### src/rtl/l3_bank_arbiter.sv
// l3_bank_arbiter: round-robin arbiter and sequencer sharing the single-port
// L3 cell array between NUM_REQ requesters, with read-return routing.
//
// Ports:
//   clk, rst_n       clock, asynchronous active-low reset
//   hold             freeze: no new grants, in-flight reads keep draining
//   req_valid/we     per-requester request valid / write enable
//   req_addr/wdata   packed per-requester address / write data
//   req_ready        one-hot (or zero) combinational grant
//   l3_en/we/addr/wdata   registered L3 access port
//   l3_rdata         L3 read data, valid L3_LAT cycles after a read l3_en
//   rsp_valid        one-hot registered read-response strobe
//   rsp_rdata        response data, holds when no response is active
//   rsp_err          flags a response to an out-of-range read
//   busy             any accepted read still in flight
module l3_bank_arbiter #(
    parameter int NUM_REQ    = 6,
    parameter int ADDR_W     = 12,
    parameter int DATA_W     = 16,
    parameter int ADDR_LIMIT = 3600,
    parameter int L3_LAT     = 2
) (
    input  logic                       clk,
    input  logic                       rst_n,
    input  logic                       hold,
    input  logic [NUM_REQ-1:0]         req_valid,
    input  logic [NUM_REQ-1:0]         req_we,
    input  logic [NUM_REQ*ADDR_W-1:0]  req_addr,
    input  logic [NUM_REQ*DATA_W-1:0]  req_wdata,
    output logic [NUM_REQ-1:0]         req_ready,
    output logic                       l3_en,
    output logic                       l3_we,
    output logic [ADDR_W-1:0]          l3_addr,
    output logic [DATA_W-1:0]          l3_wdata,
    input  logic [DATA_W-1:0]          l3_rdata,
    output logic [NUM_REQ-1:0]         rsp_valid,
    output logic [DATA_W-1:0]          rsp_rdata,
    output logic                       rsp_err,
    output logic                       busy
);

    localparam int ID_W  = (NUM_REQ > 1) ? $clog2(NUM_REQ) : 1;
    localparam int DEPTH = L3_LAT + 1;

    // Clamp so the limit always fits the (ADDR_W+1)-bit compare.
    localparam int LIM_C = (ADDR_LIMIT > (1 << ADDR_W)) ?
                           (1 << ADDR_W) : ADDR_LIMIT;

    localparam logic [ID_W:0]     N_L     = (ID_W+1)'(NUM_REQ);
    localparam logic [ID_W-1:0]   LAST_ID = ID_W'(NUM_REQ - 1);
    localparam logic [ADDR_W:0]   LIMIT_L = (ADDR_W+1)'(LIM_C);

    // Round-robin pointer: index where the grant search starts.
    logic [ID_W-1:0] ptr;

    logic            found;
    logic [ID_W-1:0] gnt_id;
    logic [ID_W:0]   cand_sum;
    logic [ID_W-1:0] cand;

    // Search from ptr upward with wrap; first valid requester wins.
    always_comb begin
        found    = 1'b0;
        gnt_id   = '0;
        cand_sum = '0;
        cand     = '0;
        for (int k = 0; k < NUM_REQ; k++) begin
            cand_sum = {1'b0, ptr} + (ID_W+1)'(k);
            if (cand_sum >= N_L) begin
                cand_sum = cand_sum - N_L;
            end
            cand = cand_sum[ID_W-1:0];
            if (!found && req_valid[cand]) begin
                found  = 1'b1;
                gnt_id = cand;
            end
        end
    end

    // A grant is a transfer: the chosen requester is already valid.
    logic xfer;
    assign xfer = found & ~hold & rst_n;

    always_comb begin
        req_ready = '0;
        if (xfer) begin
            req_ready[gnt_id] = 1'b1;
        end
    end

    logic [ADDR_W-1:0] sel_addr;
    logic [DATA_W-1:0] sel_wdata;
    logic              sel_we;
    logic              sel_in;

    assign sel_addr  = req_addr[gnt_id*ADDR_W +: ADDR_W];
    assign sel_wdata = req_wdata[gnt_id*DATA_W +: DATA_W];
    assign sel_we    = req_we[gnt_id];
    assign sel_in    = ({1'b0, sel_addr} < LIMIT_L);

    always_ff @(posedge clk or negedge rst_n) begin
        if (!rst_n) begin
            ptr <= '0;
        end else if (xfer) begin
            ptr <= (gnt_id == LAST_ID) ? '0 : gnt_id + 1'b1;
        end
    end

    // Issue stage. Out-of-range requests leave an empty slot.
    always_ff @(posedge clk or negedge rst_n) begin
        if (!rst_n) begin
            l3_en    <= 1'b0;
            l3_we    <= 1'b0;
            l3_addr  <= '0;
            l3_wdata <= '0;
        end else begin
            l3_en <= xfer & sel_in;
            l3_we <= xfer & sel_in & sel_we;
            if (xfer && sel_in) begin
                l3_addr  <= sel_addr;
                l3_wdata <= sel_wdata;
            end
        end
    end

    // Read tag pipe. Stage 0 lines up with l3_en; the last stage lines
    // up with l3_rdata, so the response is registered from it.
    logic [DEPTH-1:0] tag_v;
    logic [DEPTH-1:0] tag_oor;
    logic [ID_W-1:0]  tag_id [DEPTH];

    logic push;
    assign push = xfer & ~sel_we;

    always_ff @(posedge clk or negedge rst_n) begin
        if (!rst_n) begin
            tag_v   <= '0;
            tag_oor <= '0;
            for (int k = 0; k < DEPTH; k++) begin
                tag_id[k] <= '0;
            end
        end else begin
            tag_v     <= {tag_v[DEPTH-2:0], push};
            tag_oor   <= {tag_oor[DEPTH-2:0], ~sel_in};
            tag_id[0] <= gnt_id;
            for (int k = 1; k < DEPTH; k++) begin
                tag_id[k] <= tag_id[k-1];
            end
        end
    end

    logic            out_v;
    logic            out_oor;
    logic [ID_W-1:0] out_id;

    assign out_v   = tag_v[DEPTH-1];
    assign out_oor = tag_oor[DEPTH-1];
    assign out_id  = tag_id[DEPTH-1];

    logic [NUM_REQ-1:0] rsp_oh;

    always_comb begin
        rsp_oh = '0;
        if (out_v) begin
            rsp_oh[out_id] = 1'b1;
        end
    end

    always_ff @(posedge clk or negedge rst_n) begin
        if (!rst_n) begin
            rsp_valid <= '0;
            rsp_rdata <= '0;
            rsp_err   <= 1'b0;
        end else begin
            rsp_valid <= rsp_oh;
            rsp_err   <= out_v & out_oor;
            if (out_v) begin
                rsp_rdata <= out_oor ? '0 : l3_rdata;
            end
        end
    end

    // Tag pipe is cleared asynchronously, so busy drops with rst_n.
    assign busy = |tag_v;

endmodule

### config.mk
export PLATFORM = sky130hd
export DESIGN_NAME = l3_bank_arbiter
export DESIGN_NICKNAME = d
export VERILOG_FILES = /design/src/rtl/l3_bank_arbiter.sv
export SDC_FILE = /design/constraint.sdc
export NUM_CORES = 1
export LEC_CHECK = 0
export ABC_CLOCK_PERIOD_IN_PS = 8600
export CORE_UTILIZATION = 39
export CTS_CLUSTER_SIZE = 8
export DETAILED_ROUTE_END_ITERATION = 6
export DONT_BUFFER_PORTS = 1
export PLACE_DENSITY = 0.56
export SYNTH_ARGS = -nofsm -noshare
export SYNTH_HDL_FRONTEND = slang
export SYNTH_SLANG_ARGS = --single-unit
### constraint.sdc
create_clock -name clk -period 8.6 [get_ports clk]
set_input_delay 1.72 -clock clk [delete_from_list [all_inputs] [get_ports clk]]
set_output_delay 1.72 -clock clk [all_outputs]
set_load 0.03 [all_outputs]
; Word-level counts from Yosys, hierarchy flattened
; Cells that the tools add are included.
[op_classes]
n_addsub = 12
mul = 1
magnitude_cmp = 17
n_eq_ne = 1
n_shift = 2
mux = 40
n_bitwise = 9
n_reduce_logical = 14
[op_table]
columns = operator, count
row1 = 96-bit by 8-bit indexed part select with 16-bit output, 1
row2 = 72-bit by 8-bit indexed part select with 12-bit output, 1
row3 = 3-bit 2-to-1 mux, 13
row4 = "3-bit by 4-bit < comparator with 1-bit output, second input constant", 8
row5 = 1-bit binary-select mux with 3-bit select, 7
row6 = "4-bit by 3-bit greater-or-equal comparator with 1-bit output, second input constant", 5
row7 = "3-bit subtractor, second input constant", 6
row8 = 16-bit 2-to-1 mux, 1
row9 = 1-bit 2-to-1 mux, 15
row10 = "12-bit < comparator, second input constant", 1
row11 = 6-bit 2-to-1 mux, 2
row12 = "3-bit by 2-bit adder with 4-bit output, second input constant", 2
row13 = "3-bit by 3-bit adder with 4-bit output, second input constant", 2
row14 = 1-bit logical AND, 8
row15 = 1-bit bitwise AND, 6
row16 = 1-bit demux with 3-bit select, 2
row17 = "3-bit by 1-bit greater-or-equal comparator with 1-bit output, second input constant", 2
row18 = 1-bit zero test, 5
row19 = "3-bit by 2-bit multiplier with 5-bit output, second input constant", 1
row20 = "3-bit by 1-bit adder with 4-bit output, second input constant", 1
row21 = "3-bit by 1-bit adder with 3-bit output, second input constant", 1
row22 = "3-bit equality test, second input constant", 1
row23 = "3-bit greater-or-equal comparator, second input constant", 1
row24 = 1-bit inverter, 3
row25 = 3-bit OR reduction, 1
[word_totals]
regBits = 71
in_bits = 199
output_inout_bits = 60
word_cells = 109

; Depth between registers and ports, before layout
[depth]
ltp_word = 25
ltp_mapped = 21
mapped_depth_nobuf = 15

; Worst setup path after synthesis
; No wires, ideal clock.
[synth_path]
kind = input port to output port
startpoint = input port req_valid[0]
endpoint = output port req_ready[0]
t_arrival_ps = 5005
required_ps = 6880
setup_slack_ps = 1875
path_stages = 13
path_buffers = 5
path_cell_list = mux2_1 > mux2i_1 > o32ai_1 > or3_4 > o311a_4 > o21ai_4 > buf_6 > buf_8 > clkbuf_1 > buf_2 > buf_2 > nand2_1 > nor2_1
[synth_between]
elab_chain_len = 23
elab_cells_between_ends = 42
classes_between = 2 x order compare / 27 x mux / 2 x bitwise / 11 x reduce/logical
[synth_rtl]
columns = item, line
row1 = "start, declared", 26  ; input logic [NUM_REQ-1:0] req_valid,
row2 = 1-bit binary-select mux with 3-bit select, 73  ; if (!found && req_valid[cand]) begin
row3 = 1-bit 2-to-1 mux (not written as such), 73
row4 = 1-bit 2-to-1 mux, 73
row5 = 1-bit zero test, 73
row6 = 1-bit logical AND, 73
row7 = 1-bit 2-to-1 mux, 73
row8 = 1-bit zero test, 73
row9 = 1-bit logical AND, 73
row10 = [... 7 more ...], --
row11 = 1-bit zero test, 73
row12 = 1-bit logical AND, 73
row13 = 3-bit 2-to-1 mux, 73
row14 = 3-bit by 4-bit < comparator with 1-bit output (not written as such) or 3-bit by 1-bit greater-or-equal comparator with 1-bit output (tied branches), 87  ; req_ready[gnt_id] = 1'b1;
row15 = 1-bit logical AND (not written as such), 87
row16 = 1-bit 2-to-1 mux (not written as such), 87
row17 = 1-bit demux with 3-bit select, 87
row18 = 6-bit 2-to-1 mux *, 86  ; if (xfer) begin
row19 = "end, declared", 30  ; output logic [NUM_REQ-1:0] req_ready,
; Mark *: on every way between the ends. The rest lies on a longest branch, timed or not. The select of a mux whose other input is x is not followed.

; Final worst setup path
[layout_path]
startpoint = register ptr[0]
endpoint = register l3_wdata[2]
[layout_between]
elab_chain_len = 24
elab_cells_between_ends = 64
classes_between = 11 x add/sub / 1 x mul / 7 x order compare / 2 x shift / 30 x mux / 2 x bitwise / 11 x reduce/logical
[layout_rtl]
columns = item, line
row1 = "start, declared", 54  ; logic [ID_W-1:0] ptr;
row2 = "start signal, assigned", 105  ; ptr <= (gnt_id == LAST_ID) ? '0 : gnt_id + 1'b1;
row3 = "parallel branches: the longest is 24 deep, another holds 3-bit by 1-bit adder with 4-bit output", --
row4 = "end signal, assigned", 121  ; l3_wdata <= sel_wdata;
row5 = "end, declared", 34  ; output logic [DATA_W-1:0] l3_wdata,
; Parallel ways; which one is timed is not known. The select of a mux whose other input is x is not followed.
; A chain may end at the register's enable or synchronous reset.

==> report_table.html <==
<table>
<tr><th>Metric</th><th>Value</th></tr>
<tr><th colspan="2">Global routing</th></tr>
<tr><td>Met1 capacity usage during global routing</td><td>0.2624</td></tr>
<tr><td>Busiest layer in global routing</td><td>met2</td></tr>
<tr><td>Global-route wire length before repair</td><td>21.94 mm</td></tr>
<tr><td>Vias in the first global route</td><td>4054</td></tr>
<tr><td>Gr usage total</td><td>0.2125</td></tr>
<tr><td>Pin count of the biggest net entering global routing</td><td>73</td></tr>
<tr><td>Grt met3 use</td><td>0.06437</td></tr>
<tr><td>GR Util met2</td><td>0.3549</td></tr>
<tr><td>Remaining global-route overflow</td><td>0</td></tr>
<tr><td>Number of antenna violations at the first check in global routing</td><td>0</td></tr>
<tr><th colspan="2">Yosys</th></tr>
<tr><td>Post-synthesis share of cell area spent on and, or, nand and nor gates</td><td>0.2122</td></tr>
<tr><td>Post-synthesis register bit count</td><td>71</td></tr>
<tr><td>Adder and majority cell fraction of the synthesized area</td><td>0.01933</td></tr>
<tr><td>Cell types occupying the most area after synthesis</td><td>dfrtp_1 (34%), nand2_1 (9.6%), mux2i_1 (6.4%)</td></tr>
<tr><td>Share of Yosys cell area claimed by the top area cell type</td><td>0.3432</td></tr>
<tr><td>Cell Area, Synth</td><td>5177 um^2</td></tr>
<tr><td>Sequential share of the synthesized area</td><td>0.3432</td></tr>
<tr><td>Synth Instances</td><td>592</td></tr>
<tr><td>Largest family of logic cells by synthesized area</td><td>simple AND/OR/NAND/NOR gates</td></tr>
<tr><td>Post-synthesis area per instance</td><td>8.746 um^2</td></tr>
<tr><td>XOR/XNOR Fraction of Synth Area</td><td>0.01160</td></tr>
<tr><td>Number of enable flip-flop cells after synthesis</td><td>0</td></tr>
<tr><td>Dominant cell by count in the synthesized netlist</td><td>nand2_1</td></tr>
<tr><td>Number of distinct library cells after synthesis</td><td>67</td></tr>
<tr><td>Compound-Gate Fraction of Synth Area</td><td>0.1880</td></tr>
<tr><td>Top cell type by total area after synthesis</td><td>dfrtp_1</td></tr>
<tr><td>Most used flip-flop cell after synthesis</td><td>dfrtp_1</td></tr>
<tr><td>Async SR Flop Fraction</td><td>1.000</td></tr>
<tr><td>Syn. warnings</td><td>0</td></tr>
<tr><td>Multiplexer share of the synthesized area</td><td>0.1609</td></tr>
<tr><td>Commonest cells in the synthesized netlist</td><td>nand2_1 (132), dfrtp_1 (71), o21ai_0 (45)</td></tr>
<tr><td>Post-synth net total</td><td>799</td></tr>
<tr><th colspan="2">Floorplanning</th></tr>
<tr><td>Placeable Area</td><td>12770 um^2</td></tr>
<tr><td>Die footprint</td><td>13740 um^2</td></tr>
<tr><td>Starting Density</td><td>0.4053</td></tr>
<tr><td>DIE HEIGHT</td><td>117.2 um</td></tr>
<tr><td>Die boundary width</td><td>117.2 um</td></tr>
<tr><td>Count of standard-cell rows</td><td>41</td></tr>
<tr><td>Num ports</td><td>259</td></tr>
<tr><th colspan="2">Route</th></tr>
<tr><td>Iteration-0 DRC count of the detailed router</td><td>235</td></tr>
<tr><td>Final routed wirelength across all metal layers</td><td>15.24 mm</td></tr>
<tr><td>Via total after detailed routing</td><td>4384</td></tr>
<tr><td>Drt first pass iters</td><td>5</td></tr>
<tr><td>Remaining number of nets flagged by the antenna check after routing</td><td>0</td></tr>
<tr><td>WL per Instance</td><td>20.43 um</td></tr>
<tr><td>DR DRC count</td><td>0</td></tr>
<tr><td>Vias/cell</td><td>5.877</td></tr>
<tr><th colspan="2">Clock network</th></tr>
<tr><td>Root buffer cell</td><td>clkbuf_16</td></tr>
<tr><td>Total CTS buffers</td><td>9</td></tr>
<tr><td>CTS Hold Buffers Added</td><td>0</td></tr>
<tr><td>Count of buffers added by post-CTS timing repair for setup</td><td>0</td></tr>
<tr><td>Buffer depth of the longest clock path</td><td>2</td></tr>
<tr><td>Number of clock sinks seen by CTS</td><td>71</td></tr>
<tr><td>Register clock-pin slew on the reported worst setup and hold paths</td><td>0.06 ns</td></tr>
<tr><td>Later-pin clock latency in the skew report</td><td>0.32 ns</td></tr>
<tr><td>CTS H-tree lvls</td><td>3</td></tr>
<tr><td>TritonCTS clock tree</td><td>built</td></tr>
<tr><td>Number of cells upsized or downsized after cts</td><td>0</td></tr>
<tr><th colspan="2">STA</th></tr>
<tr><td>Part of the cycle the worst path needs</td><td>0.8140</td></tr>
<tr><td>Worst-Margin Slew</td><td>1.070 ns</td></tr>
<tr><td>Max-slew headroom</td><td>0.2841</td></tr>
<tr><td>Setup violation total in the final timing report</td><td>0</td></tr>
<tr><td>Number of max-slew violations in the final report</td><td>0</td></tr>
<tr><td>Fin Setup TNS</td><td>0 ns</td></tr>
<tr><td>Setup repair after global routing missed its margin</td><td>no</td></tr>
<tr><td>Hold Violations, Final</td><td>0</td></tr>
<tr><td>Fmax</td><td>0.1428 GHz</td></tr>
<tr><td>Shortest clock period the worst path allows after layout</td><td>7.000 ns</td></tr>
<tr><td>Clock Skew</td><td>0.003954 ns</td></tr>
<tr><th colspan="2">Placement</th></tr>
<tr><td>Detailed placement HPWL</td><td>11.53 mm</td></tr>
<tr><td>Final weighted congestion in routability-driven placement</td><td>0.8682</td></tr>
<tr><td>Number of buffer cells added on primary ports</td><td>0</td></tr>
<tr><th colspan="2">Worst setup path</th></tr>
<tr><td>FF-to-FF setup slack</td><td>1.60 ns</td></tr>
<tr><td>WS Path Type</td><td>flip-flop to flip-flop</td></tr>
<tr><td>Worst Setup Start Kind</td><td>flip-flop</td></tr>
<tr><td>Kind of end point of the critical path</td><td>flip-flop</td></tr>
<tr><td>Endpoint arrival time on the critical path</td><td>7.21 ns</td></tr>
<tr><td>Critical path required time</td><td>8.81 ns</td></tr>
<tr><td>Critical path peak fanout</td><td>30</td></tr>
<tr><th colspan="2">Cells and area</th></tr>
<tr><td>Number of antenna diodes</td><td>0</td></tr>
<tr><td>Utilization after layout</td><td>0.4341</td></tr>
<tr><td>Proportion of layout cells with a drive suffix above 1</td><td>0.1185</td></tr>
<tr><td>Final-stage net count</td><td>776</td></tr>
<tr><td>Area growth syn-to-layout</td><td>7.105%</td></tr>
<tr><th colspan="2">Status</th></tr>
<tr><td>Result of the run</td><td>finished, final reports clean</td></tr>
<tr><th colspan="2">Hold path</th></tr>
<tr><td>Worst min-delay path category</td><td>flip-flop to flip-flop</td></tr>
<tr><th colspan="2">Flow run</th></tr>
<tr><td>Reported max-cap violation count</td><td>0</td></tr>
</table>
==> sequential cells by signal, summed over array words and instances (netlist names) <==
signal,flops
l3_addr,12
l3_en,1
l3_wdata,16
l3_we,1
out_id,3
ptr,3
rsp_err,1
rsp_rdata,16
rsp_valid,6
tag_id,6
tag_oor,3
tag_v,3
==> metal layers <==
layer,wire length [um],part of all wire
met5,0,0
met4,289,0.019
met3,1159,0.076
met2,7448,0.49
met1,6344,0.42
==> cells in the final DEF (no fill, tap or decap), types with 15 or more instances in the layout <==
cell and n:
mux2_2 15, and3_1 25, mux2i_1 33, inv_1 29
nand2_1 132, dfrtp_1 71, mux2_4 17, nor2_1 22
a311o_1 19, o21ai_0 45
==> stage by stage <==
stage	cell area, um^2	hold WS (ns)	setup slack (ns)	instances
after global routing	5545	0.3593	0.9521	746
after detailed placement	5216	0.3371	1.434	730
after global placement	5216	0.3368	1.518	730
after floorplan	5177	0.3312	1.875	592
final	5545	0.3510	1.600	746
after CTS	5545	0.3544	1.596	746
==> kinds of logic after synthesis <==
| kind of cell | count (synthesis) |
|---|---|
| buf+inv | 70 |
| simple gates | 235 |
| mux | 69 |
| flops | 71 |
| compound gates | 133 |
| fa+ha+maj | 8 |
| xor+xnor | 6 |
==> worst max-delay path, stage by stage, from the launching register on <==
cell	delay (ns)
dfrtp_1	0.99
inv_1	0.27
ha_1	0.76
xor2_1	0.16
nand3_1	0.15
o2111ai_1	0.16
or3_4	0.41
nor3_1	0.28
a21o_1	0.17
buf_4	0.30
clkinv_1	0.76
and3_1	0.41
a211oi_1	0.55
nand3_2	0.21
o21ai_4	0.86
mux2_2	0.42
==> area by class of cell <==
class                           count  area (um^2)
Fill cell                        1297         7228
Multi-Input combinational cell    451         3070
Sequential cell                    71         1777
Clock buffer                        9        225.2
Tap cell                          172        215.2
Inverter                           31        116.4
Clock inverter                      7        103.9
Timing Repair Buffer                5        37.54
==> path summary, 6_finish.rpt <==
kind | from | end | depth (start not counted)
max | ptr[0] | l3_wdata[2] | 15
min | tag_id[3] | out_id[0] | 0
max reg2reg | ptr[0] | l3_wdata[2] | 15
min reg2reg | tag_id[3] | out_id[0] | 0
max in group asynchronous | rst_n | ptr[2] | 0
min in group asynchronous | rst_n | rsp_rdata[7] | 0
Power is left out: the tool's default activity adds up to more than one toggle a clock period on the data nets, which glitch-free logic cannot reach.
